==> src/rtl/r4k_mem_arbiter.sv <==
// r4k_mem_arbiter
// ---------------
// Shares one 64-bit memory bus between the R4K instruction-fetch port and
// data port. One transaction is in flight at a time. Every transaction is
// bounded by a response timeout that completes it with an error flag.
//
// Build option:
//   R4K_ARB_ROUND_ROBIN_EN  - when defined, a tie between both ports goes to
//                             the port not granted last. When undefined, the
//                             data port always wins.
//
// Parameters:
//   TIMEOUT   max cycles from issue to response (2..65535)
//
// Ports:
//   clk, reset                       clock, synchronous active-high reset
//   i_req/i_addr -> i_gnt            instruction read request / accept
//   i_rvalid/i_rdata/i_err           instruction response (1-cycle pulse)
//   d_req/d_we/d_addr/d_wdata/d_mask data request
//   d_gnt                            data request accepted
//   d_rvalid/d_rdata/d_err           data completion (1-cycle pulse)
//   m_req/m_we/m_addr/m_wdata/m_mask memory request, held until m_ready
//   m_ready, m_rvalid, m_rdata       memory accept / response
//   busy                             high whenever the FSM is not idle
//
// Handshake: a port's request is accepted in the cycle its gnt is high (only
// possible while idle). The memory request is accepted on the cycle m_req
// and m_ready are both high; m_rvalid is honoured only after that accept.

module r4k_mem_arbiter #(
    parameter int TIMEOUT = 1024
) (
    input  logic        clk,
    input  logic        reset,

    input  logic        i_req,
    input  logic [63:0] i_addr,
    output logic        i_gnt,
    output logic        i_rvalid,
    output logic [31:0] i_rdata,
    output logic        i_err,

    input  logic        d_req,
    input  logic        d_we,
    input  logic [63:0] d_addr,
    input  logic [63:0] d_wdata,
    input  logic [7:0]  d_mask,
    output logic        d_gnt,
    output logic        d_rvalid,
    output logic [63:0] d_rdata,
    output logic        d_err,

    output logic        m_req,
    output logic        m_we,
    output logic [63:0] m_addr,
    output logic [63:0] m_wdata,
    output logic [7:0]  m_mask,
    input  logic        m_ready,
    input  logic        m_rvalid,
    input  logic [63:0] m_rdata,

    output logic        busy
);

    localparam logic [1:0] ST_IDLE  = 2'd0;
    localparam logic [1:0] ST_ISSUE = 2'd1;
    localparam logic [1:0] ST_WAIT  = 2'd2;

    localparam logic [15:0] TO_LAST = 16'(TIMEOUT - 1);

    logic [1:0]  state;
    logic [15:0] count;
    logic        owner_d;   // 1: data port owns the transaction
    logic        word_hi;   // captured i_addr[2] for the word select
    logic        grant_i;
    logic        grant_d;
    logic        resp_ok;
    logic        expired;

    // Low address bits are don't-care by definition of the ports.
    logic unused_addr_bits;
    assign unused_addr_bits = ^{i_addr[1:0], d_addr[2:0]};

`ifdef R4K_ARB_ROUND_ROBIN_EN
    logic last_d;           // 1: the data port received the last grant

    always_comb begin
        grant_i = 1'b0;
        grant_d = 1'b0;
        if (state == ST_IDLE) begin
            if (i_req && d_req) begin
                grant_d = !last_d;
                grant_i = last_d;
            end else begin
                grant_d = d_req;
                grant_i = i_req;
            end
        end
    end

    // Reset value "last = instruction" makes data win the first tie.
    always_ff @(posedge clk) begin
        if (reset) begin
            last_d <= 1'b0;
        end else if (grant_i || grant_d) begin
            last_d <= grant_d;
        end
    end
`else
    always_comb begin
        grant_d = (state == ST_IDLE) && d_req;
        grant_i = (state == ST_IDLE) && i_req && !d_req;
    end
`endif

    assign i_gnt = grant_i;
    assign d_gnt = grant_d;
    assign m_req = (state == ST_ISSUE);
    assign busy  = (state != ST_IDLE);

    // A response only counts once the request has been accepted; a response
    // landing on the expiry cycle beats the timeout.
    assign resp_ok = (state == ST_WAIT) && m_rvalid;
    assign expired = ((state == ST_ISSUE) || (state == ST_WAIT)) &&
                     (count == TO_LAST) && !resp_ok;

    always_ff @(posedge clk) begin
        if (reset) begin
            state    <= ST_IDLE;
            count    <= '0;
            owner_d  <= 1'b0;
            word_hi  <= 1'b0;
            m_we     <= 1'b0;
            m_addr   <= '0;
            m_wdata  <= '0;
            m_mask   <= '0;
            i_rvalid <= 1'b0;
            i_rdata  <= '0;
            i_err    <= 1'b0;
            d_rvalid <= 1'b0;
            d_rdata  <= '0;
            d_err    <= 1'b0;
        end else begin
            // Response outputs are single-cycle pulses and zero otherwise.
            i_rvalid <= 1'b0;
            i_rdata  <= '0;
            i_err    <= 1'b0;
            d_rvalid <= 1'b0;
            d_rdata  <= '0;
            d_err    <= 1'b0;

            case (state)
                ST_IDLE: begin
                    if (grant_d) begin
                        m_we    <= d_we;
                        m_addr  <= {d_addr[63:3], 3'b000};
                        m_wdata <= d_wdata;
                        m_mask  <= d_mask;
                        owner_d <= 1'b1;
                        word_hi <= 1'b0;
                        count   <= '0;
                        state   <= ST_ISSUE;
                    end else if (grant_i) begin
                        m_we    <= 1'b0;
                        m_addr  <= {i_addr[63:3], 3'b000};
                        m_wdata <= '0;
                        m_mask  <= 8'hFF;
                        owner_d <= 1'b0;
                        word_hi <= i_addr[2];
                        count   <= '0;
                        state   <= ST_ISSUE;
                    end
                end
                ST_ISSUE: begin
                    count <= count + 16'd1;
                    if (expired) begin
                        state <= ST_IDLE;
                    end else if (m_ready) begin
                        state <= ST_WAIT;
                    end
                end
                ST_WAIT: begin
                    count <= count + 16'd1;
                    if (resp_ok || expired) begin
                        state <= ST_IDLE;
                    end
                end
                default: begin
                    state <= ST_IDLE;
                end
            endcase

            if (resp_ok || expired) begin
                if (owner_d) begin
                    d_rvalid <= 1'b1;
                    d_err    <= expired;
                    if (resp_ok && !m_we) begin
                        d_rdata <= m_rdata;
                    end
                end else begin
                    i_rvalid <= 1'b1;
                    i_err    <= expired;
                    if (resp_ok) begin
                        i_rdata <= word_hi ? m_rdata[63:32] : m_rdata[31:0];
                    end
                end
            end
        end
    end

endmodule

==> config.mk <==
export PLATFORM = sky130hd
export DESIGN_NAME = r4k_mem_arbiter
export DESIGN_NICKNAME = d
export VERILOG_FILES = /design/src/rtl/r4k_mem_arbiter.sv
export SDC_FILE = /design/constraint.sdc
export NUM_CORES = 1
export LEC_CHECK = 0
export ABC_AREA = 1
export ABC_CLOCK_PERIOD_IN_PS = 1900
export CAP_MARGIN = 40
export CORE_AREA = 2 2 198 200
export CTS_CLUSTER_DIAMETER = 60
export DETAILED_ROUTE_END_ITERATION = 8
export DIE_AREA = 0 0 200 202
export PLACE_DENSITY_LB_ADDON = 0.15
export SLEW_MARGIN = 20
export SYNTH_ARGS = -nofsm -noshare
export SYNTH_HDL_FRONTEND = slang
export SYNTH_SLANG_ARGS = --single-unit
export TNS_END_PERCENT = 10
==> constraint.sdc <==
create_clock -name clk -period 1.9 [get_ports clk]
set_input_delay 0.285 -clock clk [delete_from_list [all_inputs] [get_ports clk]]
set_output_delay 0.285 -clock clk [all_outputs]
set_load 0.005 [all_outputs]
# --- Yosys cells after proc, flatten, opt, wreduce, memory -nomap -nowiden ---
# Index checks and enable logic that the tools add are counted.
totals:
  register_bits: 257
  out_inout_bits: 241
classes:
  n_addsub: 1
  n_mux: 23
  bitwise_logic: 4
  n_eq_ne: 6
  n_reduce_logical: 25
op_table:
  columns: ["operator", "count"]
  rows:
  - ["$mux W64", 4]
  - ["$mux W16", 2]
  - ["$mux W32", 1]
  - ["$pmux W16 S2", 1]
  - ["$add A16 B1 Y16 const B", 1]
  - ["$eq A16 B10 Y1 const B", 1]
  - ["$mux W8", 2]
  - ["$mux W2", 5]
  - ["$reduce_or A4 Y1", 2]
  - ["$logic_and A1 B1 Y1", 7]
  - ["$mux W1", 7]
  - ["$pmux W2 S3", 1]
  - ["$reduce_bool A2 Y1", 3]
  - ["$reduce_or A3 Y1", 2]
  - ["$not A1 Y1", 4]
  - ["$reduce_and A2 Y1", 2]
  - ["$reduce_or A2 Y1", 2]
  - ["$logic_not A1 Y1", 3]
  - ["$ne A3 B1 Y1 const B", 1]
  - ["$ne A3 B3 Y1 const B", 1]
  - ["$reduce_and A3 Y1", 1]
  - ["$eq A2 B1 Y1 const B", 1]
  - ["$eq A2 B2 Y1 const B", 1]
  - ["$logic_not A2 Y1", 1]
  - ["other kinds (2)", 3]

# --- Longest topological paths before layout ---
# Gate-level depths: netlist of the first run.
logic_depth:
  word_depth: 7
  mapped_depth: 11
  mapped_depth_nobuf: 11

# --- Worst setup path after synthesis of the first run ---
# Ideal clock, no wire load.
synth_timing:
  path_type: "register -> register"
  from: "register state[0]"
  to: "register count[15]"
  arrival_time_ns: 1.566
  period_less_slack_ns: 1.679
  setup_ns: 0.113
  setup_slack_ns: 0.221
  path_stages_with_launch: 10
  required_ns: 1.787
  path_cell_list: "dfxtp_1 inv_1 ha_1 inv_1 o21ai_2 nand3_1 nor2_2 nand3_1 nor2_1 nor2_1"
synth_between:
  elab_chain_len: 5
synth_rtl:
  columns: ["item", "line_no", "text"]
  rows:
  - ["start: declaration", "71", "logic [1:0] state;"]
  - ["start signal: assignment", "129", "state <= ST_IDLE;"]
  - ["start signal: assignment", "162", "state <= ST_ISSUE;"]
  - ["start signal: assignment", "171", "state <= ST_ISSUE;"]
  - ["$logic_not A2 Y1", "111, 112, 152", null]
  - ["$logic_and A1 B1 Y1 (2 in series)", "112", "grant_i = (state == ST_IDLE) && i_req && !d_req;"]
  - ["$ne A3 B3 Y1 (no source line)", null, null]
  - ["$reduce_and A2 Y1 (no source line)", null, null]
  - ["end signal: assignment", "175", "count <= count + 16'd1;"]
  - ["end signal: assignment", "183", "count <= count + 16'd1;"]
  - ["end: declaration", "72", "logic [15:0] count;"]
# Several ways; a longest one is shown, not always the timed one.
# A chain may end at the register's enable or synchronous reset.

# --- Final worst setup path of the first run ---
layout_timing:
  from: "register m_wdata[58]"
  to: "output port m_wdata[58]"
layout_rtl:
  columns: ["item", "line_no", "text"]
  rows:
  - ["start: declaration", "56", "output logic [63:0] m_wdata,"]
  - ["start signal: assignment", "157", "m_wdata <= d_wdata;"]
# No word-level cell between the ends.

==> results.toml, run 1 <==
[drt]
drc = 0
dr.pass1.iters = 4
via_count = 9395
finalWirelength_mm = 38.35
wl_per_cell_um = 17.39
drt_iter0_drc = 365
vias_per_cell = 4.261
drtAntennaViolNets = 0

[critical_path]
worstPathRequired_ns = 1.62
critPathTopFamily = "buffers and inverters"
crit_path_end_kind = "primary output"
crit_chain = "clkdlybuf4s50_1"
cpPeakStageDelay_ns = 0.64
crit_arrival_ns = 1.51
cp_num_buf_inv = 1
slowest_stage = "clkdlybuf4s50_1"
critPathKind = "reg2out"
start_kind = "flip-flop"
cp_max_fo = 2

[logic_synthesis]
synth-seq-area-share = 0.5533
synth-seq-cells = 254
syn-cell-area_um2 = 9190
yosys_warnings = 0
ys_types = 30
synth.avg_cell_area_um2 = 7.971
post_synth_inst_count = 1153

[floorplan]
die_y_um = 202
rows = 72
initial_core_util = 0.2400
core_um2 = 38290
die-area_um2 = 40400
io_pins = 512
fp.dieW_um = 200

[clock_network]
cts_tree = "built"
cts_buffers = 36
htreeDepth = 2
clkLatencyLatePin_ns = 0.54
cts_hold_buf = 0
clkSinkCount = 254
cts-root-buf = "clkbuf_16"
cts.path.max_buffers = 3
postCtsSetupRepairBufs = 0
path_clk_slew_ns = 0.05

[global_route]
gr-total-overflow = 0
grt_pass1_wl_mm = 55.15
antenna_found_initial = 9
grt_pass1_vias = 9200
grtUsageTotal = 0.1815
grt_max_degree = 73

[cells_and_area]
drive_gt1_frac = 0.09340
most-common-layout-cells = "clkdlybuf4s50_1, dfxtp_1, nand2_1, a21oi_1, o21ai_0"
area_growth_pct = 75.49
fin_area_um2 = 16130
layout_commonest_cell = "clkdlybuf4s50_1"
fin_nets = 1931

[sta]
rsz0062_at_grt = "no"
finalSetupViolCount = 0
slew_headroom = 0.5245
period_minus_slack_ns = 1.797
fin_tns_setup_ns = 0
worstMarginPinSlew_ns = 0.7132
finalWorstSetupSlack_ns = 0.1035
final_hold_viol_count = 0
drv_slew = 0
fmax_ghz = 0.5566
hold_slack_ns = 0.1801
period_share = 0.9456
clock_skew_ns = 0.02379

[placement]
pre_cts_ws_ns = -0.03644
dp_hpwl_mm = 27.67
place_area_um2 = 14900
io_buffers = 503
place_congestion = 0.8112

[run]
cap_viol_max_count = 0

[power_and_ir_drop]
peakVddDrop_v = 0.0006469
leakage_nw = 6.342
total_power_mw = 19.46
p_per_area_nw_per_um2 = 1207

[status]
status = "complete, no violations"

[hold_path]
hold_path_class = "in2reg"
==> per-layer routing <==
layer,GRT usage,part of all wire,vias to the layer above
met3,0.09144,0.12,80
li1,-,-,4716
met5,0,0.0014,-
met2,0.3011,0.46,362
met1,0.1936,0.38,4229
met4,0.07725,0.038,8
==> Yosys cell counts (all sizes together) <==
cell type / number / area, um^2
dfxtp: 254 / 5085
buf: 25 / 163.9
o221a: 8 / 90.09
nor3: 4 / 25.02
nand2: 234 / 893.4
o21ai: 131 / 659.4
clkbuf: 49 / 183.9
ha: 5 / 62.56
a21oi: 176 / 888.4
nand3: 12 / 60.06
clkinv: 1 / 3.750
conb: 1 / 3.750
nand4: 6 / 37.54
nor3b: 1 / 7.510
nor2: 152 / 663.1
a211oi: 2 / 15.01
inv: 91 / 341.6
and2: 1 / 6.260
==> where the power goes <==
part	switching, mW	leakage (nW)	total (mW)	internal (mW)
clock	2.59	0.585	6.75	4.16
sequential	0.385	2.07	6.49	6.10
combinational	3.27	3.68	6.23	2.96
total	6.24	6.34	19.5	13.2
==> state kept, by name (all words and copies together), names as in the netlist <==
signal / cells
state: 2
count: 16
word_hi: 1
d_err: 1
m_addr: 61
i_rvalid: 1
owner_d: 1
i_rdata: 32
m_wdata: 64
i_err: 1
m_we: 1
d_rvalid: 1
m_mask: 8
d_rdata: 64
==> layout make-up <==
class / count / area (um^2)
inverters: 92 / 347.8
flip-flops and latches: 254 / 5089
multi-input cells: 735 / 3453
well taps: 518 / 648.1
diodes: 6 / 15.01
clock inverters: 17 / 190.2
fillers: 3862 / 22160
repair buffers: 536 / 5381
clock buffers: 47 / 1003
==> timing repair <==
action / CTS / global route
hold endpoints to repair: 0 / 0
gates resized for setup: 14 / 7
endpoints found under the setup margin: 4 / 27
pin swaps: 0 / 0
==> worst paths after layout <==
path / start / endpoint / slack, ns / cells past startpoint
setup / recovery: m_wdata[58]$_SDFFE_PP0P_ / m_wdata[58] / 0.10 / 1
hold / removal: reset / m_wdata[15]$_SDFFE_PP0P_ / 0.18 / 3
setup reg to reg: state[0]$_SDFFE_PP0P_ / d_rdata[15]$_SDFF_PP0_ / 0.17 / 10
hold reg to reg: m_wdata[11]$_SDFFE_PP0P_ / m_wdata[11]$_SDFFE_PP0P_ / 0.46 / 2
==> cells by family after synthesis <==
logic type | after synthesis | share of synthesized area
AO/OA/AOI/OAI | 317 | 0.1799
AND/OR/NAND/NOR | 410 | 0.1842
other | 1 | 0.0004080
flip-flops | 254 | 0.5533
buffers and inverters | 166 | 0.07542
adder cells (fa/ha/maj) | 5 | 0.006807
==> per-stage QoR <==
stage,instances,utilization
2_1_floorplan,1155,-
3_3_place_gp,2135,0.3892
3_5_place_dp,2135,0.3892
4_1_cts,2199,0.4207
5_1_grt,2200,0.4209
6_report,2205,0.4212
No activity file was read; power rests on OpenSTA's default activity.
==> run 2: changes to the inputs <==
--- a/config.mk
+++ b/config.mk
@@ -12,6 +12,7 @@
 export CTS_CLUSTER_DIAMETER = 60
 export DETAILED_ROUTE_END_ITERATION = 8
 export DIE_AREA = 0 0 200 202
+export GPL_TIMING_DRIVEN = 0
 export PLACE_DENSITY_LB_ADDON = 0.15
 export SLEW_MARGIN = 20
 export SYNTH_ARGS = -nofsm -noshare
==> run 2 against run 1 <==
  * Via count is 3.2% higher
  * Hold slack worse by 0.038 ns
  * Count of clock-buffer cells in the layout is 4 higher
  * Design area is 1.2% higher
  * Total power hardly changed
  * Cell count is 2.5% higher
  * Clock power is 3.1% lower
  * Global-route usage is 1.4 points higher
  * Die area stayed put
  * Core utilization is 0.52 points higher
  * Combinational power is 3.5% higher
  * Sequential power hardly changed
  * Critical endpoint is now d_gnt
  * Largest cell class unchanged
  * Largest power group unchanged
==> results.toml, run 2 (same netlist as run 1, synthesis figures left out) <==
[status]
status = "complete, no violations"

[drt]
finalWirelength_mm = 40.90
drt_iter0_drc = 348
vias_per_cell = 4.289
dr.pass1.iters = 5
drtAntennaViolNets = 0
via_count = 9693
drc = 0
wl_per_cell_um = 18.10

[sta]
drv_slew = 0
fmax_ghz = 0.5291
finalSetupViolCount = 0
clock_skew_ns = 0.02343
hold_slack_ns = 0.1416
rsz0062_at_grt = "yes"
worstMarginPinSlew_ns = 0.6356
slew_headroom = 0.5763
period_share = 0.9948
period_minus_slack_ns = 1.890
final_hold_viol_count = 0

[global_route]
grt_max_degree = 13
grt_pass1_vias = 9794
grtUsageTotal = 0.1956
gr-total-overflow = 0
grt_pass1_wl_mm = 58.95
antenna_found_initial = 12

[clock_network]
cts_buffers = 35
clkSinkCount = 254
clkLatencyLatePin_ns = 0.54
htreeDepth = 2
cts_hold_buf = 0
cts-root-buf = "clkbuf_16"
path_clk_slew_ns = 0.06
cts.path.max_buffers = 3
cts_tree = "built"

[floorplan]
rows = 72
initial_core_util = 0.2400
core_um2 = 38290
die-area_um2 = 40400
die_y_um = 202
io_pins = 512
fp.dieW_um = 200

[cells_and_area]
nFillCells = 3916
area_growth_pct = 77.67
fin_cells = 2260
largestRegisters = "d_rdata: 64 flops, m_wdata: 64 flops, m_addr: 61 flops"
layout_commonest_cell = "clkdlybuf4s50_1"
fin_nets = 1984
most-common-layout-cells = "clkdlybuf4s50_1, dfxtp_1, nand2_1, a21oi_1, o21ai_0"
utilization = 0.4265
drive_gt1_frac = 0.09867

[hold_path]
hold_path_class = "in2reg"

[placement]
place_inst = 2175
io_buffers = 502
dp_hpwl_mm = 31.64
place_congestion = 0.8070

[power_and_ir_drop]
peakVddDrop_v = 0.0007493
p_per_area_nw_per_um2 = 1192
p_int_mw = 13.10
swShare = 0.3268
seq_power_share = 0.333
clockPowerShare = 0.336
power_switching_mw = 6.361
power_frac_comb = 0.331
leakage_nw = 6.384

[critical_path]
cp_max_fo = 10
critPathKind = "reg2out"
crit_path_end_kind = "primary output"
crit_arrival_ns = 1.61
worstPathRequired_ns = 1.62
start_kind = "flip-flop"
reg2reg_slack_ns = 0.07

[run]
cap_viol_max_count = 0
## run 2: what timing repair did
item | CTS | global route
setup buffers | 4 | 10
cloned | 0 | 1
pin swaps | 1 | 4
gates resized for setup | 33 | 42
endpoints found under the setup margin | 154 | 190
## run 2: power by group through the flow
stage	sequential [mW]	clock, mW	combinational (mW)
floorplan	6.60	0	2.65
global placement	6.55	0	6.04
detailed placement	6.56	0	6.06
CTS	6.48	6.73	6.29
global route	6.57	6.93	7.10
finish	6.48	6.54	6.45
## run 2: routing by layer
| layer | wire length, um | GRT usage | vias to the layer above |
|---|---|---|---|
| met5 | 25 | 0 | - |
| met4 | 1452 | 0.09206 | 6 |
| met3 | 4802 | 0.09244 | 71 |
| met2 | 19940 | 0.3353 | 388 |
| met1 | 14680 | 0.1999 | 4386 |
| li1 | - | - | 4842 |
## run 2: layout make-up
| cell class | count | area (um^2) | share of cell area |
|---|---|---|---|
| Antenna cell | 9 | 22.52 | 0.001379 |
| Buffer | 73 | 385.4 | 0.02360 |
| Clock buffer | 51 | 1017 | 0.06230 |
| Clock inverter | 11 | 138.9 | 0.008506 |
| Inverter | 92 | 352.8 | 0.02161 |
| Multi-Input combinational cell | 736 | 3551 | 0.2175 |
| Sequential cell | 254 | 5090 | 0.3117 |
| Tap cell | 518 | 648.1 | 0.03969 |
| Timing Repair Buffer | 516 | 5122 | 0.3137 |
## run 2: final timing paths
path	from	end	depth (start not counted)
max reg2reg	state[0]$_SDFFE_PP0P_	i_rdata[18]$_SDFF_PP0_	6
min reg2reg	m_wdata[2]$_SDFFE_PP0P_	m_wdata[2]$_SDFFE_PP0P_	2
max	state[0]$_SDFFE_PP0P_	d_gnt	6
min	reset	count[0]$_SDFFE_PP0P_	2
## run 2: metrics by stage
stage                     instance area (um^2)  TNS (ns)  power, mW  worst slack [ns]
final                                    16330         0      19.47          0.009868
after global routing                     16320   -0.2223      20.60          -0.05873
after CTS                                16120    -1.218      19.49           -0.1261
after detailed placement                 14870    -64.19      12.62           -0.9188
after global placement                   14870    -64.82      12.59           -0.9007
after floorplan                           9198         0      9.251            0.2210
## run 2: worst max-delay path, stage by stage (launching register included)
cell and delay (ns):
dfxtp_1 0.32, inv_2 0.10, ha_4 0.22, nand2_8 0.09
inv_8 0.07, clkbuf_8 0.16, buf_6 0.11
==> run 3: changes to the inputs <==
--- a/config.mk
+++ b/config.mk
@@ -10,6 +10,7 @@
 export CAP_MARGIN = 40
 export CORE_AREA = 2 2 198 200
 export CTS_CLUSTER_DIAMETER = 60
+export CTS_CLUSTER_SIZE = 20
 export DETAILED_ROUTE_END_ITERATION = 8
 export DIE_AREA = 0 0 200 202
 export GPL_TIMING_DRIVEN = 0
==> run 3 against run 2 <==
  * Routed wire length is 0.14% higher
  * The flow now finishes with violations (setup timing)
  * Global-route usage is 0.17 points lower
  * Combinational power hardly changed
  * Highest routed layer unchanged
  * Largest power group is now sequential cells
  * Design area is 0.90% lower
==> results.toml, run 3 (same netlist as run 1, synthesis figures left out) <==
[run]
cap_viol_max_count = 0

[drt]
drc = 0
dr.pass1.iters = 4
via_count = 9642
drt_iter0_drc = 372
drtAntennaViolNets = 0
finalWirelength_mm = 40.96
wl_per_cell_um = 18.23
vias_per_cell = 4.291

[global_route]
grt_pass1_wl_mm = 58.97
grt_max_degree = 17
grt_pass1_vias = 9751
antenna_found_initial = 12
gr-total-overflow = 0
grtUsageTotal = 0.1939

[clock_network]
htreeDepth = 1
cts_buffers = 28
cts_tree = "built"
cts.path.max_buffers = 3
clkSinkCount = 254
cts_hold_buf = 0
path_clk_slew_ns = 0.07
clkLatencyLatePin_ns = 0.57
cts-root-buf = "clkbuf_16"

[floorplan]
fp.dieW_um = 200
core_um2 = 38290
die_y_um = 202
rows = 72
io_pins = 512
initial_core_util = 0.2400
die-area_um2 = 40400

[power_and_ir_drop]
p_int_mw = 12.43
power_frac_comb = 0.343
seq_power_share = 0.345
total_power_mw = 18.80
swShare = 0.3387
p_per_area_nw_per_um2 = 1162
clockPowerShare = 0.312
peakVddDrop_v = 0.0007043
power_switching_mw = 6.367
leakage_nw = 6.314

[critical_path]
crit_arrival_ns = 1.62
worstPathRequired_ns = 1.62
slowest_stage = "dfxtp_1"
worstSetupStartpoint = "state[0]$_SDFFE_PP0P_"
cpPeakStageDelay_ns = 0.32
crit_path_end_kind = "primary output"
r2r-start = "state[0]$_SDFFE_PP0P_"
cp_max_fo = 10
cp_num_buf_inv = 4
critPathKind = "reg2out"
critPathTopFamily = "buffers and inverters"
start_kind = "flip-flop"
crit_chain = "inv_2 -> ha_4 -> nand2_8 -> inv_8 -> clkbuf_8 -> buf_6"

[cells_and_area]
layout_commonest_cell = "clkdlybuf4s50_1"
utilization = 0.4226
most-common-layout-cells = "clkdlybuf4s50_1, dfxtp_1, nand2_1, a21oi_1, o21ai_0"
area_growth_pct = 76.07
drive_gt1_frac = 0.09634
largestRegisters = "d_rdata: 64 flops, m_wdata: 64 flops, m_addr: 61 flops"
nFillCells = 3925
fin_nets = 1977
fin_cells = 2247

[sta]
hold_slack_ns = 0.09389
drv_slew = 0
clock_skew_ns = 0.02360
period_share = 1.003
fmax_ghz = 0.5246
final_hold_viol_count = 0
finalSetupViolCount = 1
slew_headroom = 0.5946
worstMarginPinSlew_ns = 0.6082
rsz0062_at_grt = "yes"
period_minus_slack_ns = 1.906
finalWorstSetupSlack_ns = -0.006111

[hold_path]
hp-start = "reset"
hold_path_class = "in2reg"

[placement]
io_buffers = 502
dp_hpwl_mm = 31.64
place_congestion = 0.8070
pre_cts_ws_ns = -0.9188
place_inst = 2175

[status]
violations = "setup timing"
status = "complete, but fails checks"
[run 3: what timing repair did]
item | CTS | global route
pin swaps | 1 | 3
setup buffers | 6 | 7
cloned | 0 | 2
gates resized for setup | 37 | 34
setup endpoints to repair | 155 | 181
[run 3: power groups by stage]
stage / combinational, mW / sequential [mW] / clock (mW)
floorplan: 2.65 / 6.60 / 0
global placement: 6.04 / 6.55 / 0
detailed placement: 6.06 / 6.56 / 0
CTS: 6.37 / 6.47 / 6.01
global route: 7.10 / 6.58 / 6.20
finish: 6.45 / 6.49 / 5.86
[run 3: metal layers]
layer	wire length, um	global-route usage	vias up
li1	-	-	4814
met1	14540	0.2011	4341
met2	19960	0.3359	389
met3	4822	0.08927	86
met4	1554	0.07989	12
met5	84	0	-
[run 3: worst register-to-register path, cell delays in order (launching register included)]
cell and delay, ns:
dfxtp_1 0.32, inv_2 0.09, ha_4 0.22, buf_4 0.16, o21ai_1 0.17, o21ai_2 0.20, nand3_2 0.16, nor2_4 0.15
nand3_1 0.11, nor2_1 0.10, nor2_1 0.05
[run 3: worst paths after layout]
check                                end  slack [ns]  cells after the start
hold / removal     count[0]$_SDFFE_PP0P_        0.09                      2
setup / recovery                   d_gnt      -0.006                      6
hold reg to reg    count[6]$_SDFFE_PP0P_        0.45                      1
setup reg to reg  count[15]$_SDFFE_PP0P_        0.07                     10
[run 3: final cells by class]
cell class	count	area, um^2	area share
Timing Repair Buffer	516	5146	0.3180
Inverter	92	352.8	0.02181
Multi-Input combinational cell	736	3547	0.2192
Tap cell	518	648.1	0.04006
Buffer	73	379.1	0.02343
Clock inverter	19	239.0	0.01477
Clock buffer	33	759.5	0.04694
Sequential cell	254	5094	0.3148
Antenna cell	6	15.01	0.0009279
[run 3: per-stage QoR]
stage,setup TNS [ns],area [um^2]
finish,-0.006111,16180
floorplan,0,9198
CTS,-1.326,15990
global placement,-64.82,14870
detailed placement,-64.19,14870
global route,-0.7009,16180
==> patch 1: new RTL, config.mk and constraints of run 2 <==
The parameter `TIMEOUT` goes from 1024 to 768.
--- a/src/rtl/r4k_mem_arbiter.sv
+++ b/src/rtl/r4k_mem_arbiter.sv
@@ -28,7 +28,7 @@
 // and m_ready are both high; m_rvalid is honoured only after that accept.
 
 module r4k_mem_arbiter #(
-    parameter int TIMEOUT = 1024
+    parameter int TIMEOUT = 768
 ) (
     input  logic        clk,
     input  logic        reset,
Check against the original RTL: not settled (the Yosys comparison gave no result); the edit may change what the design does.
==> patch 1 against run 2 <==
The flow now finishes with violations (setup timing). Critical path depth up 5. Routed wire length grew 3.2%. Register-to-register slack worse by 0.09 ns. Global-route usage fell by 0.17 points. Synthesized area fell by 1.1%. Design area grew 3.1%. Power grew 1.1%. Setup slack worse by 0.026 ns. Sequential cell count is the same.
==> patch 1: results (changes against run 2) <==
[route]
vias = 9702  ; +0.093%
wl_met3_um = 5220  ; +8.7%
wl_met1_um = 15300  ; +4.1%
drtIter0Drc = 396  ; +14%

[logic_synthesis]
synthDistinctLibCells = 28  ; -6.7%
synthTopCellsByArea = dfxtp_1, a21oi_1, nand2_1
synth_common_cells = dfxtp_1, nand2_1, a21oi_1
synth_compound_area_frac = 0.180  ; +0.000554
syn_area_per_cell_um2 = 7.93  ; -0.54%
synth_fa_ha_area_frac = 0.00688  ; +0.0000731

[setup_path]
crit_arrival_ns = 2.37  ; +0.76 ns
critPathMaxFanout = 5  ; -5
crit_path_top_delay_cell = dfxtp_4
max_stage_delay_ns = 0.38  ; +0.06 ns
timing.rr.start = count[0]$_SDFFE_PP0P_

[finish]
nets = 1988  ; +0.20%
drive_gt1_frac = 0.106  ; +0.00714

[power]
power.density_nw_per_um2 = 1170  ; -2.0%
p_int_w = 0.0136  ; +3.7%
p_seq_frac = 0.338  ; +0.005
combPwrFrac = 0.301  ; -0.030

[placed_design]
placed_area_um2 = 14800  ; -0.66%
placed_cells = 2169  ; -0.28%
post-place-ws_ns = -0.955  ; -0.0366 ns
dp_hpwl_um = 31500  ; -0.51%
routabilityCongestion = 0.815  ; +0.94%

[global_route]
grt_pass1_vias = 9471  ; -3.3%
grt_util_met1 = 0.202  ; +0.00260
grt_start_max_net_pins = 14  ; +1
met3_usage = 0.102  ; +0.00968
grtUsageTotal = 0.194  ; -0.00170
grt_pass1_wl_um = 58200  ; -1.4%

[timing]
fin_tns_setup_ns = -0.0569  ; -0.0569 ns
setup_violations = 7  ; +7
setup_slack_ns = -0.0164  ; -0.0262 ns
fin_skew_ns = 0.0186  ; -0.00480 ns

[run_status]
status = finished, violations left
violations = setup timing

[clocking]
numCtsBuffers = 36  ; +2.9%

-- patch 1: cell type report --
| type | count | area [um^2] |
|---|---|---|
| antenna | 7 | 17.5 |
| buffer | 74 | 432 |
| clock buffer | 46 | 1000 |
| clock inverter | 19 | 264 |
| fill | 3818 | 21400 |
| inverter | 93 | 368 |
| multi-input combinational | 730 | 3700 |
| sequential | 254 | 5090 |
| tap | 518 | 648 |
| timing repair buffer | 523 | 5310 |
-- patch 1: how the worst max path moves through the flow --
stage,to,slack [ns]
2_1_floorplan,count[14]$_SDFFE_PP0P_,0.17
3_3_place_gp,d_gnt,-0.96
3_5_place_dp,d_gnt,-0.96
4_1_cts,d_rdata[17]$_SDFF_PP0_,-0.09
5_1_grt,count[15]$_SDFFE_PP0P_,-0.1
6_report,d_rdata[17]$_SDFF_PP0_,-0.02
-- patch 1: timing repair --
item                       in CTS  in global routing
gates cloned                    0                  7
setup endpoints to repair     221                159
gates resized for setup        49                107
buffers inserted                8                  8
pin swaps                       3                  8
==> patch 2: new RTL, config.mk and constraints of run 2 <==
Made on the original files. Register the output `i_err` once more, with the module's reset; this adds one clock of latency there. The other outputs are not delayed to match. Comments in the files are not updated.
--- a/src/rtl/r4k_mem_arbiter.sv
+++ b/src/rtl/r4k_mem_arbiter.sv
@@ -67,6 +67,8 @@
     localparam logic [1:0] ST_WAIT  = 2'd2;
 
     localparam logic [15:0] TO_LAST = 16'(TIMEOUT - 1);
+
+    logic i_err_s0;
 
     logic [1:0]  state;
     logic [15:0] count;
@@ -136,7 +138,7 @@
             m_mask   <= '0;
             i_rvalid <= 1'b0;
             i_rdata  <= '0;
-            i_err    <= 1'b0;
+            i_err_s0 <= 1'b0;
             d_rvalid <= 1'b0;
             d_rdata  <= '0;
             d_err    <= 1'b0;
@@ -144,7 +146,7 @@
             // Response outputs are single-cycle pulses and zero otherwise.
             i_rvalid <= 1'b0;
             i_rdata  <= '0;
-            i_err    <= 1'b0;
+            i_err_s0 <= 1'b0;
             d_rvalid <= 1'b0;
             d_rdata  <= '0;
             d_err    <= 1'b0;
@@ -199,7 +201,7 @@
                     end
                 end else begin
                     i_rvalid <= 1'b1;
-                    i_err    <= expired;
+                    i_err_s0 <= expired;
                     if (resp_ok) begin
                         i_rdata <= word_hi ? m_rdata[63:32] : m_rdata[31:0];
                     end
@@ -208,5 +210,13 @@
         end
     end
 
+    always_ff @(posedge clk) begin
+        if (reset) begin
+            i_err <= '0;
+        end else begin
+            i_err <= i_err_s0;
+        end
+    end
+
 endmodule
 
Check against the original RTL: not settled (the Yosys comparison gave no result); the edit may change what the design does.
==> patch 2 against run 2 <==
First-iteration DRC count up 18%. Core utilization up 0.58 points. Synthesized area decreased by 0.29%. Non-clock buffer count grew 2. Power is 1.5% higher. Routed wire length decreased by 2.7%. Sequential cell count grew 1. Design area up 1.4%. Setup slack gained 0.016 ns. Largest power group unchanged.
==> patch 2: results (changes against run 2) <==
[finish]
multi_input_area_um2 = 3600  ; +1.4%
drive_gt1_frac = 0.0874  ; -0.0112

[global_route]
grt_start_max_net_pins = 20  ; +7
grt_pass1_wl_um = 56800  ; -3.7%
grt_pass1_vias = 9629  ; -1.7%
antenna_found_initial = 7  ; -5

[placed_design]
routabilityCongestion = 0.831  ; +3.0%
dp_hpwl_um = 30000  ; -5.2%
post-place-ws_ns = -0.845  ; +0.0738 ns
io_buffer_count = 503  ; +0.20%
placed_cells = 2190  ; +0.69%

[power]
ir_worst_vdd_uv = 675  ; -10%
p_leak_nw = 6.48  ; +1.5%

[logic_synthesis]
synthTopCellsByArea = dfxtp_1, a21oi_1, nand2_1
synth_compound_area_frac = 0.178  ; -0.00167
syn_inst = 1167  ; +1.2%
synthDistinctLibCells = 27  ; -10%

[timing]
fin_skew_ns = 0.0104  ; -0.0130 ns
worst_pin_slew_ns = 0.724  ; +0.0882 ns

[clocking]
clk_latency_ns = 0.52  ; -0.02 ns
numCtsBuffers = 36  ; +2.9%

[setup_path]
critPathMaxFanout = 4  ; -6
crit_arrival_ns = 1.59  ; -0.02 ns
crit_path_top_delay_cell = dfxtp_2

[run_status]
status = completed

[route]
wl_um = 39800  ; -2.7%
vias = 9816  ; +1.3%

-- patch 2: cell families after synthesis --
group                    Yosys count
AND/OR/NAND/NOR                  423
other                              1
adder cells (fa/ha/maj)            5
AO/OA/AOI/OAI                    313
flip-flops                       255
buffers and inverters            170
-- patch 2: power breakdown --
group	total, W	internal (W)	switching (W)
Clock	0.00679	0.00422	0.00258
Combinational	0.00646	0.00304	0.00343
Sequential	0.00649	0.00611	0.000379
Total	0.0198	0.0134	0.00638
-- patch 2: tightest hold or removal path: cells and delay by family --
| family | cells | cell delay, ns |
|---|---|---|
| simple gates | 1 | 0.04 |
| buf+inv | 2 | 0.46 |
-- patch 2: final timing paths --
kind,startpoint,endpoint,slack [ns],cells past startpoint
max,state[1]$_SDFFE_PP0P_,i_gnt,0.03,6
min reg2reg,i_err_s0$_SDFF_PP0_,i_err$_SDFF_PP0_,0.41,2
max reg2reg,state[0]$_SDFFE_PP0P_,count[14]$_SDFFE_PP0P_,0.06,11
min,m_rdata[23],d_rdata[23]$_SDFF_PP0_,0.31,3
-- patch 2: routing by layer --
layer,part of all wire,wire length [um],track usage,vias to the layer above
met2,0.51,20300,0.344,374
met3,0.093,3700,0.0657,65
met4,0.021,828,0.0566,12
li1,-,-,-,4871
met5,0.0021,84,0,-
met1,0.38,14900,0.196,4494
-- patch 2: cell type report --
type	instances	area share
timing repair buffer	518	0.315
sequential	255	0.309
multi-input combinational	745	0.218
clock buffer	50	0.0619
tap	518	0.0392
buffer	73	0.0244
inverter	96	0.0227
clock inverter	13	0.0105
antenna	1	0.000151
-- patch 2: what timing repair did --
action,in CTS,in global routing
pin swaps,2,1
hold endpoints to repair,0,0
setup buffers,9,3
resized for setup,57,56
gates cloned,0,3
endpoints found under the setup margin,240,163
